### config.mk
export PLATFORM = sky130hd
export DESIGN_NAME = stream_downsizer
export DESIGN_NICKNAME = d
export VERILOG_FILES = /design/src/rtl/stream_pkg.sv /design/src/rtl/ds_word_fifo.sv /design/src/rtl/stream_downsizer.sv
export SDC_FILE = /design/constraint.sdc
export NUM_CORES = 1
export LEC_CHECK = 0
export CAP_MARGIN = 5
export CORE_AREA = 2 2 112 141
export DETAILED_ROUTE_END_ITERATION = 6
export DIE_AREA = 0 0 114 143
export GPL_TIMING_DRIVEN = 0
export PLACE_DENSITY = 0.72
export SLEW_MARGIN = 25
export SYNTH_ARGS = -nofsm -noshare
export SYNTH_HDL_FRONTEND = slang
export SYNTH_SLANG_ARGS = --single-unit
### constraint.sdc
create_clock -name clk -period 2.6 [get_ports clk]
set_input_delay 0.52 -clock clk [delete_from_list [all_inputs] [get_ports clk]]
set_output_delay 0.52 -clock clk [all_outputs]
set_load 0.005 [all_outputs]
### src/rtl/stream_pkg.sv
// ============================================================================
// stream_pkg: shared types and helpers for the stream_downsizer block.
// Rev 1.0
// ============================================================================
`default_nettype none

package stream_pkg;

   typedef enum logic [0:0] {
      DS_IDLE  = 1'b0,
      DS_SHIFT = 1'b1
   } ds_state_t;

   function automatic int ratio_of(input int in_w, input int out_w);
      return in_w / out_w;
   endfunction

   // A zero or oversized lane count means "whole word".
   function automatic int clamp_len(input int len, input int ratio);
      return ((len == 0) || (len > ratio)) ? ratio : len;
   endfunction

endpackage

`default_nettype wire

### src/rtl/ds_word_fifo.sv
// ============================================================================
// ds_word_fifo: synchronous word FIFO with combinational read port.
// Rev 1.0
// ============================================================================
`default_nettype none

module ds_word_fifo #(
   parameter int W     = 35,
   parameter int DEPTH = 4,
   localparam int AW   = $clog2(DEPTH),
   localparam int CW   = AW + 1
) (
   input  logic          clk,
   input  logic          rst,
   input  logic [W-1:0]  wdata,
   input  logic          push,
   input  logic          pop,
   output logic [W-1:0]  rdata,
   output logic          full,
   output logic          empty,
   output logic [CW-1:0] count
);

   logic [W-1:0]  mem [DEPTH];
   logic [AW-1:0] wr_ptr;
   logic [AW-1:0] rd_ptr;
   logic          do_push;
   logic          do_pop;

   assign full    = (count == CW'(DEPTH));
   assign empty   = (count == '0);
   assign do_push = push && !full;
   assign do_pop  = pop && !empty;
   assign rdata   = mem[rd_ptr];

   always_ff @(posedge clk) begin
      if (do_push) begin
         mem[wr_ptr] <= wdata;
      end
   end

   // Power-of-two depth lets the pointers wrap naturally.
   always_ff @(posedge clk) begin
      if (rst) begin
         wr_ptr <= '0;
         rd_ptr <= '0;
         count  <= '0;
      end else begin
         if (do_push) wr_ptr <= wr_ptr + AW'(1);
         if (do_pop)  rd_ptr <= rd_ptr + AW'(1);
         case ({do_push, do_pop})
            2'b10:   count <= count + CW'(1);
            2'b01:   count <= count - CW'(1);
            default: count <= count;
         endcase
      end
   end

endmodule

`default_nettype wire

### src/rtl/stream_downsizer.sv
// ============================================================================
// stream_downsizer: buffers wide words and emits them as narrow lanes.
// Optional status ports under STREAM_DOWNSIZER_STATUS_EN. Rev 1.0
// ============================================================================
`default_nettype none

module stream_downsizer
   import stream_pkg::*;
#(
   parameter int IN_W      = 32,
   parameter int OUT_W     = 8,
   parameter int DEPTH     = 4,
   parameter int MSB_FIRST = 0,
   localparam int RATIO    = ratio_of(IN_W, OUT_W),
   localparam int LEN_W    = $clog2(RATIO) + 1,
   localparam int CNT_W    = $clog2(DEPTH) + 1
) (
   input  logic             clk,
   input  logic             rst,
   input  logic [IN_W-1:0]  in_data,
   input  logic [LEN_W-1:0] in_len,
   input  logic             in_valid,
   output logic             in_ready,
   output logic [OUT_W-1:0] out_data,
   output logic             out_last,
   output logic             out_valid,
   input  logic             out_ready
`ifdef STREAM_DOWNSIZER_STATUS_EN
   ,
   output logic [CNT_W-1:0] fifo_level,
   output logic             ovf_sticky
`endif
);

   localparam int FW = IN_W + LEN_W;

   logic [FW-1:0]    fifo_wdata;
   logic [FW-1:0]    fifo_rdata;
   logic             fifo_full;
   logic             fifo_empty;
   logic [CNT_W-1:0] fifo_count;
   logic             push;
   logic             load;
   ds_state_t        state;
   ds_state_t        state_nx;
   logic [IN_W-1:0]  shreg;
   logic [LEN_W-1:0] len_q;
   logic [LEN_W-1:0] lane_cnt;
   logic             lane_hs;
   logic             last_lane;

   assign in_ready   = !fifo_full;
   assign push       = in_valid && in_ready;
   assign fifo_wdata = {LEN_W'(clamp_len(int'(in_len), RATIO)), in_data};

   ds_word_fifo #(
      .W     (FW),
      .DEPTH (DEPTH)
   ) u_fifo (
      .clk   (clk),
      .rst   (rst),
      .wdata (fifo_wdata),
      .push  (push),
      .pop   (load),
      .rdata (fifo_rdata),
      .full  (fifo_full),
      .empty (fifo_empty),
      .count (fifo_count)
   );

   assign out_valid = (state == DS_SHIFT);
   assign last_lane = (lane_cnt == len_q - LEN_W'(1));
   assign out_last  = out_valid && last_lane;
   assign lane_hs   = out_valid && out_ready;

   always_ff @(posedge clk) begin
      if (rst) state <= DS_IDLE;
      else     state <= state_nx;
   end

   // Reloading on the last-lane handshake keeps words back-to-back.
   always_comb begin
      state_nx = state;
      load     = 1'b0;
      case (state)
         DS_IDLE: begin
            if (!fifo_empty) begin
               load     = 1'b1;
               state_nx = DS_SHIFT;
            end
         end
         DS_SHIFT: begin
            if (lane_hs && last_lane) begin
               if (!fifo_empty) load = 1'b1;
               else             state_nx = DS_IDLE;
            end
         end
         default: state_nx = DS_IDLE;
      endcase
   end

   always_ff @(posedge clk) begin
      if (rst) begin
         shreg    <= '0;
         len_q    <= '0;
         lane_cnt <= '0;
      end else if (load) begin
         shreg    <= fifo_rdata[IN_W-1:0];
         len_q    <= fifo_rdata[FW-1:IN_W];
         lane_cnt <= '0;
      end else if (lane_hs) begin
         lane_cnt <= lane_cnt + LEN_W'(1);
         if (MSB_FIRST != 0) shreg <= shreg << OUT_W;
         else                shreg <= shreg >> OUT_W;
      end
   end

   generate
      if (MSB_FIRST != 0) begin : g_msb_first
         assign out_data = shreg[IN_W-1 -: OUT_W];
      end else begin : g_lsb_first
         assign out_data = shreg[OUT_W-1:0];
      end
   endgenerate

`ifdef STREAM_DOWNSIZER_STATUS_EN
   assign fifo_level = fifo_count;

   always_ff @(posedge clk) begin
      if (rst)                       ovf_sticky <= 1'b0;
      else if (in_valid && !in_ready) ovf_sticky <= 1'b1;
   end
`else
   logic unused_count;
   assign unused_count = ^fifo_count;
`endif

endmodule

`default_nettype wire

==> flow_summary.ini, run 1 <==
[power]
swShare = 0.3199
p_sw_w = 0.002944
combinationalPowerShare = 0.308
finalPower_w = 0.009200
seq_power_share = 0.430
power.density_nw_per_um2 = 1034
p_int_w = 0.006257
p_leak_nw = 2.893
vdd_drop_max_uv = 495.5
power_frac_clock = 0.263

[synthesis]
ys_warn_count = 0
synthDistinctLibCells = 34
synth_common_cells = 140 x edfxtp_1, 48 x dfxtp_1, 36 x nand3_1
async_flop_share = 0
synth_top_cell_area_share = 0.5683
netlist_area_um2 = 7397
synth_area_leader_cell = edfxtp_1
yosysSeqAreaShare = 0.6982
syn-num-nets = 513
synth-edff-count = 140
yosysMostFrequentCell = edfxtp_1
synth_cells = 465
syn_area_per_cell_um2 = 15.91
synth_seq_cells = 188
synth_flop_cell = edfxtp_1
synth_area_leaders = edfxtp_1 57%, dfxtp_1 13%, mux4_2 11%, a311oi_1 3.0%, nand3_1 2.4%

[global_routing]
track_usage = 0.1838
grt-ovfl-total = 0
grt_pass1_vias = 4239
antenna_found_initial = 0
grt_max_degree = 21
grt_pass1_wl_um = 22360

[cells_and_area]
diodes = 0
area_growth_pct = 20.26
num-fill-cells = 1133
drive_gt1_frac = 0.2166
fin_nets = 589
fin_cells = 736
ff_latch_area_um2 = 5169
multi_input_area_um2 = 2046

[sta]
grt_setup_unrepaired = true
fmax_mhz = 380.3
setup_viol = 2
finalClockSkew_ns = 0.008582
slew_viol_final = 0
setup_tns_ns = -0.04497
period_share = 1.011
worstMarginPinSlew_ns = 0.6266
fin_crit_ns = 2.629
setup_ws_ns = -0.02948
hold_viol = 0
maxSlewHeadroom = 0.5823

[detailed_routing]
wl_per_cell_um = 19.41
wirelength_um = 14280
drcViolationCount = 0
dr_total_vias = 4222
firstDrtPassIters = 4
avgViaCountPerCell = 5.736
drtIter0Drc = 239
antenna_left = 0

[critical_path]
cp.arrival_ns = 2.11
reg2reg_slack_ns = -0.02
critical_path.max_fanout = 3
worst_path_largest_cell_delay_ns = 0.54
critPathBufInv = 2
worst_ep_required_time_ns = 2.08
cpLargestDelayFamily = buffers and inverters
cp_cell_sequence = inv_2 > ha_4 > xor3_2 > nor4b_4 > clkdlybuf4s50_1
slowest_stage = clkdlybuf4s50_1
cp-start-kind = flip-flop
critical_path_class = reg2out
cp-end-kind = output port

[placed_design]
dp_cells = 698
gp_congestion = 0.8375
pre_cts_slack_ns = -0.4681
dp_hpwl_um = 9680
port_buffers = 47

[cts]
cts_tree = done
cts_made_buffers = 17
clockBufferDepth = 2
htreeDepth = 4
clk_pin_slew_ns = 0.07
holdBufCountCts = 0
clock_sinks = 188
insertion_delay_ns = 0.42
root_buffer = clkbuf_16

[run_status]
violations = negative setup slack
outcome = finished with violations

[floorplanning]
placementRows = 50
start_util = 0.4968
dieHeight_um = 143
core_um2 = 14890
die_w_um = 114
pin_count = 50
die_area_um2 = 16300

[run]
drv_cap = 0

[hold_path]
hp-class = reg2reg
[area by class of cell]
cell class / count / area share
Clock inverter: 15 / 0.01505
Clock buffer: 17 / 0.04782
Sequential cell: 188 / 0.5810
Buffer: 43 / 0.02447
Tap cell: 182 / 0.02560
Inverter: 13 / 0.005767
Timing Repair Buffer: 57 / 0.07032
Multi-Input combinational cell: 221 / 0.2300
[registers in the layout (all words and copies together) (netlist names), named ones only]
register       cells
len_q              3
shreg             32
u_fifo.wr_ptr      2
u_fifo.rd_ptr      2
out_valid          1
lane_cnt           3
u_fifo.count       3
u_fifo.mem       140
[layout by cell type, fill, tap and decap left out, types with 3 or more instances in the layout]
| cell | count |
|---|---|
| o21ai_0 | 5 |
| dfxtp_1 | 45 |
| buf_2 | 8 |
| buf_1 | 3 |
| xor2_1 | 3 |
| mux4_2 | 35 |
| inv_2 | 3 |
| nor3_1 | 28 |
| a311oi_1 | 25 |
| inv_1 | 9 |
| ha_1 | 6 |
| nand3_1 | 36 |
| clkbuf_1 | 20 |
| dfxtp_2 | 3 |
| a21oi_1 | 16 |
| clkdlybuf4s50_1 | 47 |
| nand2_1 | 27 |
| nor2_1 | 5 |
| and3_2 | 4 |
| buf_4 | 14 |
| edfxtp_1 | 140 |
| buf_16 | 4 |
| clkinv_4 | 3 |
| o211ai_1 | 8 |
| clkbuf_16 | 17 |
| inv_8 | 4 |
[per-stage QoR]
stage / hold slack, ns / utilization / instance area (µm²)
global placement: 0.4705 / 0.5438 / 8097
CTS: 0.4794 / 0.5937 / 8840
finish: 0.4838 / 0.5975 / 8896
floorplan: 0.4542 / - / 7398
detailed placement: 0.4695 / 0.5515 / 8212
global route: 0.5129 / 0.5975 / 8896
[logic make-up after synthesis]
logic type | Yosys count | share of synthesized area
fa+ha+maj | 9 | 0.01624
flops | 188 | 0.6982
compound gates | 58 | 0.05903
xor+xnor | 8 | 0.01167
buf+inv | 56 | 0.03484
mux | 36 | 0.1079
simple gates | 110 | 0.07206
[final timing paths]
path	start	end	cells after the start
max	len_q[0]$_SDFFE_PP0N_	out_last	5
min	len_q[1]$_SDFFE_PP0N_	len_q[1]$_SDFFE_PP0N_	2
max reg2reg	len_q[0]$_SDFFE_PP0N_	u_fifo.count[2]$_SDFFE_PP0P_	12
min reg2reg	len_q[1]$_SDFFE_PP0N_	len_q[1]$_SDFFE_PP0N_	2
[tightest hold or removal path, stage by stage (launching register included)]
cell and delay (ns):
dfxtp_2 0.32, o21ai_0 0.06, a21oi_1 0.06
[power groups by stage]
| stage | clock (W) | sequential [W] | combinational, W |
|---|---|---|---|
| after detailed placement | 0 | 0.00401 | 0.00260 |
| after global placement | 0 | 0.00400 | 0.00245 |
| after global routing | 0.00257 | 0.00399 | 0.00307 |
| after floorplan | 0 | 0.00394 | 0.00182 |
| after CTS | 0.00245 | 0.00395 | 0.00275 |
| final | 0.00242 | 0.00395 | 0.00283 |
[per-layer routing]
layer / track usage / share of wire / vias up
met1: 0.2351 / 0.42 / 2116
li1: - / - / 1970
met3: 0.03565 / 0.037 / 16
met2: 0.3117 / 0.52 / 120
met5: 0 / 0 / -
met4: 0.06996 / 0.017 / 0
[what timing repair did]
action,in CTS,in global routing
gates resized for setup,11,12
buffers inserted,4,2
setup endpoints to repair,3,2
pin swaps,3,0
No activity file was read; power rests on OpenSTA's default activity.
==> run 2: changes to the inputs <==
- CELL_PAD_IN_SITES_DETAIL_PLACEMENT: default -> 1
- CELL_PAD_IN_SITES_GLOBAL_PLACEMENT: default -> 1
- CORE_AREA: 2 2 112 141 -> 2 2 118 149
- DIE_AREA: 0 0 114 143 -> 0 0 120 151
- PLACE_DENSITY: 0.72 -> 0.75
==> run 2 against run 1 <==
The run still ends with negative setup slack left. Clock power about the same. Global-route usage is 1.9 points higher. Largest cell class unchanged. Maximum frequency decreased by 1.5%.
==> flow_summary.ini, run 2 (same netlist as run 1, synthesis figures left out) <==
[cells_and_area]
largest_register_ffs = 140
ff_latch_area_um2 = 5169
diodes = 0
area_growth_pct = 20.55
num-fill-cells = 1576
largest-register = u_fifo.mem
multi_input_area_um2 = 2036
fin_nets = 591
final_cell_mix = 140 x edfxtp_1, 46 x clkdlybuf4s50_1, 45 x dfxtp_1
top_regs = u_fifo.mem x140, shreg x32
drive_gt1_frac = 0.2140
final_common_cell = edfxtp_1
fin_cells = 776

[cts]
clock_sinks = 188
clk_pin_slew_ns = 0.07
insertion_delay_ns = 0.44
root_buffer = clkbuf_16
htreeDepth = 4
clockBufferDepth = 2
holdBufCountCts = 0
cts_tree = done
cts_made_buffers = 17

[global_routing]
grt_pass1_vias = 4809
grt_max_degree = 26
antenna_found_initial = 0
grt-ovfl-total = 0
track_usage = 0.2028
grt_pass1_wl_um = 27080

[critical_path]
reg2reg_slack_ns = -0.07
critical_path.max_fanout = 3
r2r_end = u_fifo.count[2]$_SDFFE_PP0P_
cp_cell_sequence = inv_2 > ha_4 > xor3_2 > o41ai_4 > nand2_2 > inv_4 > ha_4 > inv_2 > fa_2 > xor2_1 > or3_1 > a21oi_1
critical_path_class = reg2reg
crit_end = u_fifo.count[2]$_SDFFE_PP0P_
worst_ep_required_time_ns = 2.96
cp.arrival_ns = 3.03
worst_path_largest_cell_delay_ns = 0.42
rr_startpoint = len_q[0]$_SDFFE_PP0N_
crit_start = len_q[0]$_SDFFE_PP0N_
reg2reg_depth = 12
slowest_stage = o41ai_4
cp-end-kind = flip-flop
cp-start-kind = flip-flop

[placed_design]
dp_hpwl_um = 11690
dp_cells = 736
gp_congestion = 0.8043
port_buffers = 47

[power]
p_leak_nw = 2.905
swShare = 0.3189
combinationalPowerShare = 0.315
vdd_drop_max_uv = 621.2
p_int_w = 0.006398
finalPower_w = 0.009393
seq_power_share = 0.424
power_frac_clock = 0.261
p_sw_w = 0.002996
power.density_nw_per_um2 = 1053

[run_status]
violations = negative setup slack
outcome = finished with violations

[sta]
finalClockSkew_ns = 0.01312
setup_tns_ns = -0.06927
grt_setup_unrepaired = true
period_share = 1.027
fin_crit_ns = 2.669
hold_viol = 0
slew_viol_final = 0
maxSlewHeadroom = 0.5613
worstMarginPinSlew_ns = 0.6581
hold_slack_ns = 0.4947
fmax_mhz = 374.6
setup_viol = 1
setup_ws_ns = -0.06927

[floorplanning]
start_util = 0.4444
die_area_um2 = 18120
placementRows = 53
pin_count = 50
die_w_um = 120
core_um2 = 16640
dieHeight_um = 151

[detailed_routing]
firstDrtPassIters = 4
antenna_left = 0
drcViolationCount = 0
drtIter0Drc = 307
wl_per_cell_um = 22.09
wirelength_um = 17150
avgViaCountPerCell = 5.595
dr_total_vias = 4342

[hold_path]
hp-class = reg2reg

[run]
drv_cap = 0
## run 2: changes by cell type in the layout (fill, tap and decap cells not counted), sizes merged
cell / before / now
clkinvlp: 3 / 0
dlygate4sd2: 0 / 1
buf: 30 / 32
clkbuf: 40 / 49
clkdlybuf4s50: 47 / 46
clkinv: 6 / 5
inv: 19 / 14
## run 2: area by class of cell
type                            instances  area share
Sequential cell                       188      0.5796
Multi-Input combinational cell        221      0.2283
Inverter                               13    0.005753
Clock buffer                           26     0.05879
Timing Repair Buffer                   59     0.06833
Clock inverter                          6    0.003929
Tap cell                              220     0.03087
Buffer                                 43     0.02441
## run 2: critical path: cells and delay by family, from the launching register on
family	cells	cell delay, ns
DFF	1	0.33
adders and majority gates	3	0.60
and+or+nand+nor	2	0.45
xor gates and xnor gates	2	0.47
AOI/OAI and AO/OA	2	0.56
buffers and inverters	3	0.19
## run 2: stage by stage
stage	setup WS, ns	util	cell area [µm²]
floorplan	-0.1404	-	7398
global placement	-0.3888	0.4893	8144
detailed placement	-0.5349	0.4944	8229
CTS	-0.02771	0.5340	8889
global route	-0.1276	0.5357	8917
finish	-0.06927	0.5357	8917
## run 2: power groups by stage
| stage | combinational (W) | clock, W | sequential [W] |
|---|---|---|---|
| global route | 0.00322 | 0.00262 | 0.00402 |
| floorplan | 0.00182 | 0 | 0.00394 |
| global placement | 0.00249 | 0 | 0.00400 |
| CTS | 0.00290 | 0.00249 | 0.00398 |
| finish | 0.00296 | 0.00245 | 0.00398 |
| detailed placement | 0.00269 | 0 | 0.00403 |
## run 2: worst min path at each step
stage	start	end	slack, ns	cells after the start
floorplan	len_q[1]$_SDFFE_PP0N_	len_q[1]$_SDFFE_PP0N_	0.45	2
global placement	len_q[1]$_SDFFE_PP0N_	len_q[1]$_SDFFE_PP0N_	0.47	2
detailed placement	len_q[1]$_SDFFE_PP0N_	len_q[1]$_SDFFE_PP0N_	0.48	2
CTS	out_ready	shreg[2]$_SDFFE_PP0P_	0.49	3
global route	shreg[16]$_SDFFE_PP0P_	shreg[16]$_SDFFE_PP0P_	0.52	2
finish	shreg[16]$_SDFFE_PP0P_	shreg[16]$_SDFFE_PP0P_	0.49	2
## run 2: what timing repair did
action,4_1_cts,5_1_grt
pin swaps,2,3
gates resized for setup,18,3
endpoints found under the setup margin,3,2
setup buffers,5,3
## run 2: routing by layer
layer | vias up | global-route usage | routed length (µm)
met3 | 18 | 0.04142 | 745
met5 | - | 0 | 0
li1 | 1968 | - | -
met2 | 115 | 0.3585 | 9357
met4 | 0 | 0.08235 | 262
met1 | 2241 | 0.2427 | 6780
